**src/rtl/stopwatch_mode_ctrl.sv**
```systemverilog
// Purpose : synchronize + debounce the raw push-button, classify presses as short/long, drive the stopwatch mode.
// Latency : btn_db follows the raw button after 2 sync + DEBOUNCE_CYCLES cycles; a short press acts 1 cycle after btn_db falls; a long press acts LONG_CYCLES cycles after btn_db rises.
// Backpr. : none; the mode is a held level and the events are single-cycle registered pulses, so there is nothing to stall.
//
// Ports:
//   i_clk           system clock, rising-edge active
//   i_rst           asynchronous active-high reset
//   i_button        raw asynchronous push-button, 1 = pressed
//   o_mode[2:0]     000 IDLE, 001 RUN, 010 PAUSE, 011 CLEAR
//   o_mode_chg      one-cycle pulse when o_mode takes a new value
//   o_short_pulse   one-cycle pulse per accepted short press
//   o_long_pulse    one-cycle pulse per accepted long press
//   o_btn_db        debounced button level
//
// DEBOUNCE_CYCLES and LONG_CYCLES must both be >= 2.
module stopwatch_mode_ctrl #(
  parameter int DEBOUNCE_CYCLES = 1000000,
  parameter int LONG_CYCLES     = 100000000
) (
  input  logic       i_clk,
  input  logic       i_rst,
  input  logic       i_button,
  output logic [2:0] o_mode,
  output logic       o_mode_chg,
  output logic       o_short_pulse,
  output logic       o_long_pulse,
  output logic       o_btn_db
);

  localparam int DB_W   = $clog2(DEBOUNCE_CYCLES);
  localparam int HOLD_W = $clog2(LONG_CYCLES + 1);

  localparam logic [DB_W-1:0]   DB_LAST   = DB_W'(DEBOUNCE_CYCLES - 1);
  localparam logic [DB_W-1:0]   DB_ONE    = DB_W'(1);
  localparam logic [HOLD_W-1:0] HOLD_SAT  = HOLD_W'(LONG_CYCLES);
  localparam logic [HOLD_W-1:0] HOLD_FIRE = HOLD_W'(LONG_CYCLES - 1);
  localparam logic [HOLD_W-1:0] HOLD_ONE  = HOLD_W'(1);

  typedef enum logic [2:0] {
    MODE_IDLE  = 3'b000,
    MODE_RUN   = 3'b001,
    MODE_PAUSE = 3'b010,
    MODE_CLEAR = 3'b011
  } mode_e;

  // Synchronizer and debounce
  logic              r_s1;
  logic              r_s2;
  logic              r_btn_db;
  logic              r_db_prev;
  logic [DB_W-1:0]   r_db_cnt;

  // Press classification
  logic [HOLD_W-1:0] r_hold_cnt;
  logic              r_long_fired;

  // Mode state and registered outputs
  mode_e             r_mode;
  mode_e             w_mode_nxt;
  logic              r_mode_chg;
  logic              r_short_pulse;
  logic              r_long_pulse;

  logic              w_long_evt;
  logic              w_short_evt;

  // ---------------------------------------------------------------------------
  // Synchronizer, debounce, hold counter and pulse registers
  // ---------------------------------------------------------------------------
  always_ff @(posedge i_clk or posedge i_rst) begin
    if (i_rst) begin
      r_s1          <= 1'b0;
      r_s2          <= 1'b0;
      r_btn_db      <= 1'b0;
      r_db_prev     <= 1'b0;
      r_db_cnt      <= '0;
      r_hold_cnt    <= '0;
      r_long_fired  <= 1'b0;
      r_mode_chg    <= 1'b0;
      r_short_pulse <= 1'b0;
      r_long_pulse  <= 1'b0;
    end else begin
      r_s1 <= i_button;
      r_s2 <= r_s1;

      // Any single cycle of agreement restarts the count, so only an
      // uninterrupted run of DEBOUNCE_CYCLES mismatches moves btn_db.
      if (r_s2 != r_btn_db) begin
        if (r_db_cnt == DB_LAST) begin
          r_btn_db <= r_s2;
          r_db_cnt <= '0;
        end else begin
          r_db_cnt <= r_db_cnt + DB_ONE;
        end
      end else begin
        r_db_cnt <= '0;
      end

      r_db_prev <= r_btn_db;

      // The hold count follows the debounced level only, so short raw
      // bounces inside a press cannot restart it.
      if (!r_btn_db) begin
        r_hold_cnt   <= '0;
        r_long_fired <= 1'b0;
      end else begin
        if (r_hold_cnt != HOLD_SAT) begin
          r_hold_cnt <= r_hold_cnt + HOLD_ONE;
        end
        if (w_long_evt) begin
          r_long_fired <= 1'b1;
        end
      end

      r_short_pulse <= w_short_evt;
      r_long_pulse  <= w_long_evt;
      r_mode_chg    <= (w_mode_nxt != r_mode);
    end
  end

  // ---------------------------------------------------------------------------
  // Mode FSM: state register
  // ---------------------------------------------------------------------------
  always_ff @(posedge i_clk or posedge i_rst) begin
    if (i_rst) begin
      r_mode <= MODE_IDLE;
    end else begin
      r_mode <= w_mode_nxt;
    end
  end

  // ---------------------------------------------------------------------------
  // Mode FSM: event detection and next state
  // ---------------------------------------------------------------------------
  always_comb begin
    w_long_evt  = 1'b0;
    w_short_evt = 1'b0;
    w_mode_nxt  = r_mode;

    // hold_cnt passes LONG_CYCLES-1 once per press; long_fired guards the
    // saturated tail and also silences the eventual release.
    w_long_evt  = r_btn_db && (r_hold_cnt == HOLD_FIRE) && !r_long_fired;
    w_short_evt = r_db_prev && !r_btn_db && !r_long_fired;

    if (w_long_evt) begin
      w_mode_nxt = MODE_CLEAR;
    end else if (w_short_evt) begin
      case (r_mode)
        MODE_IDLE:  w_mode_nxt = MODE_RUN;
        MODE_RUN:   w_mode_nxt = MODE_PAUSE;
        MODE_PAUSE: w_mode_nxt = MODE_RUN;
        MODE_CLEAR: w_mode_nxt = MODE_RUN;
        // An unreachable code recovers exactly as IDLE would.
        default:    w_mode_nxt = MODE_RUN;
      endcase
    end
  end

  assign o_mode        = r_mode;
  assign o_mode_chg    = r_mode_chg;
  assign o_short_pulse = r_short_pulse;
  assign o_long_pulse  = r_long_pulse;
  assign o_btn_db      = r_btn_db;

endmodule

```
**config.mk**
```make
export PLATFORM = sky130hd
export DESIGN_NAME = stopwatch_mode_ctrl
export DESIGN_NICKNAME = d
export VERILOG_FILES = /design/src/rtl/stopwatch_mode_ctrl.sv
export SDC_FILE = /design/constraint.sdc
export NUM_CORES = 1
export LEC_CHECK = 0
export BUFFER_PORTS_ARGS = -buffer_cell sky130_fd_sc_hd__buf_2
export CORE_ASPECT_RATIO = 0.9
export CORE_MARGIN = 2
export CORE_UTILIZATION = 36
export CTS_CLUSTER_SIZE = 8
export DETAILED_ROUTE_END_ITERATION = 12
export GPL_ROUTABILITY_DRIVEN = 0
export PLACE_DENSITY = 0.57
export SYNTH_ARGS = -nofsm -noshare
export SYNTH_HDL_FRONTEND = slang
export SYNTH_SLANG_ARGS = --single-unit
```
**constraint.sdc**
```tcl
create_clock -name i_clk -period 2.2 [get_ports i_clk]
set_clock_uncertainty 0.2 [all_clocks]
set_input_delay 0.44 -clock i_clk [delete_from_list [all_inputs] [get_ports i_clk]]
set_output_delay 0.44 -clock i_clk [all_outputs]
set_load 0.005 [all_outputs]
```
======== Yosys cells after proc, flatten, opt, wreduce, memory -nomap -nowiden ========
Cells that the tools add are included.
word-level totals
  flip-flop bits (word level) ............. 58
  input bits .............................. 3
  output and inout port bits .............. 7
  word-level logic and storage cells ...... 37
cells by class
  add/sub/neg operators ................... 2
  equal/unequal tests ..................... 8
  multiplexer cells ....................... 9
  reduce and logical (&&, ||, !) cells .... 7
operator list
  kind                                                                      count
  27-bit two-way mux                                                        2
  20-bit two-way mux                                                        2
  27-bit by 1-bit adder with 27-bit output (second input constant)          1
  27-bit equality test (second input constant)                              1
  27-bit inequality test (second input constant)                            1
  20-bit by 1-bit adder with 20-bit output (second input constant)          1
  20-bit equality test (second input constant)                              1
  3-bit two-way mux                                                         2
  1-bit logical AND                                                         4
  2-bit by 1-bit inequality test with 1-bit output (second input constant)  2
  3-bit by 1-bit equality test with 1-bit output (second input constant)    1
  3-bit inequality test                                                     1
  1-bit logical NOT                                                         2
  1-bit two-way mux                                                         2
  2-bit two-way mux                                                         1
  2-bit AND reduction                                                       1
  1-bit inequality test                                                     1

======== Logic depth before layout (Yosys ltp) ========
  depth after elaboration ................. 6
  mapped depth ............................ 7
  gate-level depth less buffers ........... 5

======== Worst setup path before layout ========
Ideal clock, no wire load.
  path type ............................... flip-flop to flip-flop
  from .................................... register r_hold_cnt[19]
  to ...................................... register r_mode[2] (netlist: o_mode[2])
  library setup time ...................... 0.120 ns
  arrival time ............................ 2.047 ns
  data required time ...................... 1.880 ns
  setup slack ............................. -0.166 ns
  stages on the path, launching flop included .. 6
  path buffers ............................ 1
  clock period less this slack ............ 2.366 ns
  path through ............................ dfrtp_1 > or4b_1 > or3_1 > buf_6 > or4_4 > and3_1
on the way
  word-level cells in the longest chain between the ends .. 4
RTL lines
  what                            line  RTL
  start, declared                 54    logic [HOLD_W-1:0] r_hold_cnt;
  start signal, assigned          108   r_hold_cnt <= r_hold_cnt + HOLD_ONE;
  27-bit equality test            142   w_long_evt = r_btn_db && (r_hold_cnt == HOLD_FIRE) && !r_long_fired;
  1-bit logical AND (2 in a row)  142
  3-bit two-way mux               145   if (w_long_evt) begin
  via w_mode_nxt[2]               59    mode_e w_mode_nxt;
  end signal, assigned            128   r_mode <= w_mode_nxt;
  end, declared                   58    mode_e r_mode;
The timed path passes the listed nets, and every way through them passes these cells.
A chain may end at the register's enable or synchronous reset.

======== Worst setup path in the final report ========
  from .................................... register r_hold_cnt[25]
  to ...................................... register r_mode[2] (netlist: o_mode[2])
The elaborated chain is that of the path after synthesis.

==> reports/summary.txt <==
STATUS
------------------------------------------------------------------------------
Status                                                            finished, final reports clean

GLOBAL ROUTE
------------------------------------------------------------------------------
Overall track demand over capacity in global routing                     15.5%
Global-route wire length before repair                                 10.7 mm
Antenna violations before repair                                             0
Vias in the first global route                                            2254
Gr ovfl total                                                                0
Largest net degree at the start of global routing                           59

WORST SETUP PATH
------------------------------------------------------------------------------
Worst reg2reg startpoint                                          r_hold_cnt[25]
Endpoint kind of the worst setup timing path                         flip-flop
Internal reg-to-reg setup slack                                        0.01 ns
Worst setup path category                                           reg -> reg
Arrival time at the worst endpoint                                     2.21 ns
CP required                                                            2.22 ns
Startpoint types                                                     flip-flop
Maximum net fanout on the critical path                                      4
Launch point of the critical path                                 r_hold_cnt[25]

LOGIC SYNTHESIS
------------------------------------------------------------------------------
Area share of the leading cell type in the synthesized netlist           50.7%
Synth area leaders                                                sky130_fd_sc_hd__dfrtp_1 51%, sky130_fd_sc_hd__nor2_1 4.3%, sky130_fd_sc_hd__xor2_1 4.3%
Number of warnings printed during yosys synthesis                            0
Primary flip-flop cell chosen by synthesis mapping                sky130_fd_sc_hd__dfrtp_1
Number of enable-type register cells in the synthesized netlist              0
Net count after synthesis                                                  298
Yosys top cell by area                                            sky130_fd_sc_hd__dfrtp_1
Post-Syn Instances                                                         292
Avg Cell Area, Syn                                                  9.80 sq um
Synth cell types                                                            38
Area of the mapped netlist                                          2860 sq um
Share of synthesized area occupied by flip-flops and latches             50.7%
Post-synth ARST share                                                     100%
Number of synthesized register bits                                         58

PLACED DESIGN
------------------------------------------------------------------------------
Setup slack after placement                                         -0.0603 ns
HPWL Detailed                                                          4.21 mm
Cell total after placement                                                 414
Number of input and output port buffers inserted                             9

FINISH
------------------------------------------------------------------------------
Final layout net count                                                     339
Count of non-filler cells in the finished layout                           434
Antenna diode count                                                          0
Layout area overhead                                                     20.7%
Fraction of layout instances using a drive strength above 1              21.0%

TIMING
------------------------------------------------------------------------------
Fin worst setup slack                                                0.0100 ns
Worst Tran Pin Value                                                  0.417 ns
Worst slew slack as a fraction of its limit                              72.0%
Maximum clock rate                                                     457 MHz
Unrepaired setup endpoints after global routing                           true
Fraction of the cycle the final worst path needs                         99.5%
Max-slew violation count                                                     0
Worst hold-check slack                                                0.154 ns
Minimum period implied by the final worst setup slack                  2.19 ns
Fin. Hold Viols                                                              0
Setup violations, final                                                      0
Setup tns final                                                           0 ns

CLOCKING
------------------------------------------------------------------------------
CTS buffer count                                                             9
Clock latency on the worst-skew pair                                   0.33 ns
Number of clock sinks                                                       58
Number of buffers between clock root and the deepest sink                    2
CTS tree                                                                   yes
Maximum level of the CTS H-tree                                              3
Reg clk slew, reported paths                                           0.06 ns
CTS Root Cell                                                     sky130_fd_sc_hd__clkbuf_8

DETAILED ROUTING
------------------------------------------------------------------------------
Per-cell via count in the routed design                                   5.33
Number of remaining DRC errors                                               0
Count of TritonRoute iterations in the first routing pass                    5
Routed WL per cell                                                14.5 microns
Total via count in the routed design                                      2312
First-iteration detailed-routing DRC count                                 101
Post-detailed-route count of antenna-violating nets                          0
Routed WL                                                              6.29 mm

POWER AND IR DROP
------------------------------------------------------------------------------
Areal power density over the cells                                 573 nW/um^2
Leakage                                                                1.38 nW
PnR Total Power                                                        1.98 mW
Peak supply drop                                                      0.379 mV

FLOORPLAN
------------------------------------------------------------------------------
Chip Width                                                          98 microns
Placeable Area                                                      7620 sq um
Number of top-level pins                                                    10
Rows                                                                        30
Initial core utilization                                                 37.6%
Die Span Y                                                        88.6 microns
Full die area                                                       8680 sq um

HOLD PATH
------------------------------------------------------------------------------
Class of the tightest hold or removal check                         reg -> reg
Critical hold path startpoint                                             r_s1

RUN
------------------------------------------------------------------------------
Count of maximum capacitance violations                                      0

==> registers in the layout (all words and copies together) (netlist names) <==
name / count
r_hold_cnt: 27
r_db_cnt: 20
o_mode: 3
o_btn_db: 1
o_long_pulse: 1
o_mode_chg: 1
o_short_pulse: 1
r_db_prev: 1
r_long_fired: 1
r_s1: 1
r_s2: 1
==> report_power, final <==
| group | switching [mW] | total, mW | internal, mW |
|---|---|---|---|
| Sequential | 0.00528 | 1.08 | 1.07 |
| Combinational | 0.0325 | 0.0478 | 0.0153 |
| Clock | 0.420 | 0.853 | 0.433 |
| Total | 0.458 | 1.98 | 1.52 |
==> final timing paths <==
path                                       to  cells after the start
worst max-delay path                o_mode[2]                      4
worst min-delay path                     r_s2                      0
worst max register to register      o_mode[2]                      4
worst min register to register           r_s2                      0
max in group asynchronous       r_hold_cnt[8]                      4
min in group asynchronous        r_db_cnt[10]                      4
==> routing by layer <==
metal	wire length, microns	global-route usage [%]	up-vias
met5	0	0	-
met4	102	6.57	0
met3	209	4.74	10
met2	2910	24.3	36
met1	3070	20.2	1115
li1	-	-	1151
==> worst max-delay path, cell delays in order, from the launching register on <==
cell and delay (ns):
sky130_fd_sc_hd__dfrtp_1 0.37, sky130_fd_sc_hd__or4b_1 0.53, sky130_fd_sc_hd__or3_4 0.38, sky130_fd_sc_hd__or4_4 0.45
sky130_fd_sc_hd__and3_1 0.16
==> metrics by stage <==
stage | util [%] | area (sq um)
after global placement | 42.1 | 3210
after floorplan | - | 2860
after global routing | 45.3 | 3450
after detailed placement | 42.1 | 3210
final | 45.3 | 3450
after CTS | 44.7 | 3410
==> cell type report <==
cell class              instances  area, sq um
inverters                      12         45.0
repair buffers                 41          307
fillers                       752         4170
well taps                      96          120
flip-flops and latches         58         1450
clock inverters                 5         30.0
multi-input cells             211         1360
clock buffers                  11          141
==> repair_timing <==
item / 4_1_cts / 5_1_grt
pin swaps: 1 / 0
hold buffers: 2 / 0
resized for setup: 2 / 8
endpoints found under the hold margin: 59 / 0
setup buffers: 0 / 2
setup endpoints to repair: 7 / 12
==> cells in the mapped netlist, types with 2 or more instances <==
cell type / instances
sky130_fd_sc_hd__nand2b_1: 3
sky130_fd_sc_hd__o21ai_0: 6
sky130_fd_sc_hd__ha_1: 3
sky130_fd_sc_hd__nor4_1: 13
sky130_fd_sc_hd__nand3_1: 16
sky130_fd_sc_hd__nand2_1: 16
sky130_fd_sc_hd__o31ai_1: 10
sky130_fd_sc_hd__and4_1: 6
sky130_fd_sc_hd__buf_2: 2
sky130_fd_sc_hd__xor2_1: 14
sky130_fd_sc_hd__dfrtp_1: 58
sky130_fd_sc_hd__o21a_1: 2
sky130_fd_sc_hd__nor3_1: 5
sky130_fd_sc_hd__a21oi_1: 18
sky130_fd_sc_hd__or3_1: 9
sky130_fd_sc_hd__inv_1: 11
sky130_fd_sc_hd__clkbuf_1: 8
sky130_fd_sc_hd__xnor2_1: 13
sky130_fd_sc_hd__nor2_1: 33
sky130_fd_sc_hd__or4_1: 12
sky130_fd_sc_hd__and3_1: 3
sky130_fd_sc_hd__nand4_1: 15
==> cell usage in the layout (no fill, tap or decap), drive strengths merged, types with 2 or more instances in the layout <==
master	count
dfrtp	58
buf	39
nor2	33
a21oi	18
nand2	16
nand4	16
nand3	16
xor2	14
xnor2	13
nor4	13
or4	13
inv	11
clkbuf	11
o31ai	10
or3	9
and4	7
o21ai	7
nor3	5
clkinv	4
nand2b	3
and3	3
ha	3
o21a	2
clkinvlp	2
dlygate4sd3	2
o31a	2
==> logic make-up (layout without fill, tap and decap cells) <==
group	count (synthesis)	count (layout)	synth area share [%]
fa+ha+maj	3	3	1.31
simple gates	139	139	27.2
mux	1	1	0.393
xor+xnor	27	27	8.26
buf+inv	23	69	3.37
compound gates	41	41	8.78
flops	58	58	50.7
(Power assumes the default switching activity.)
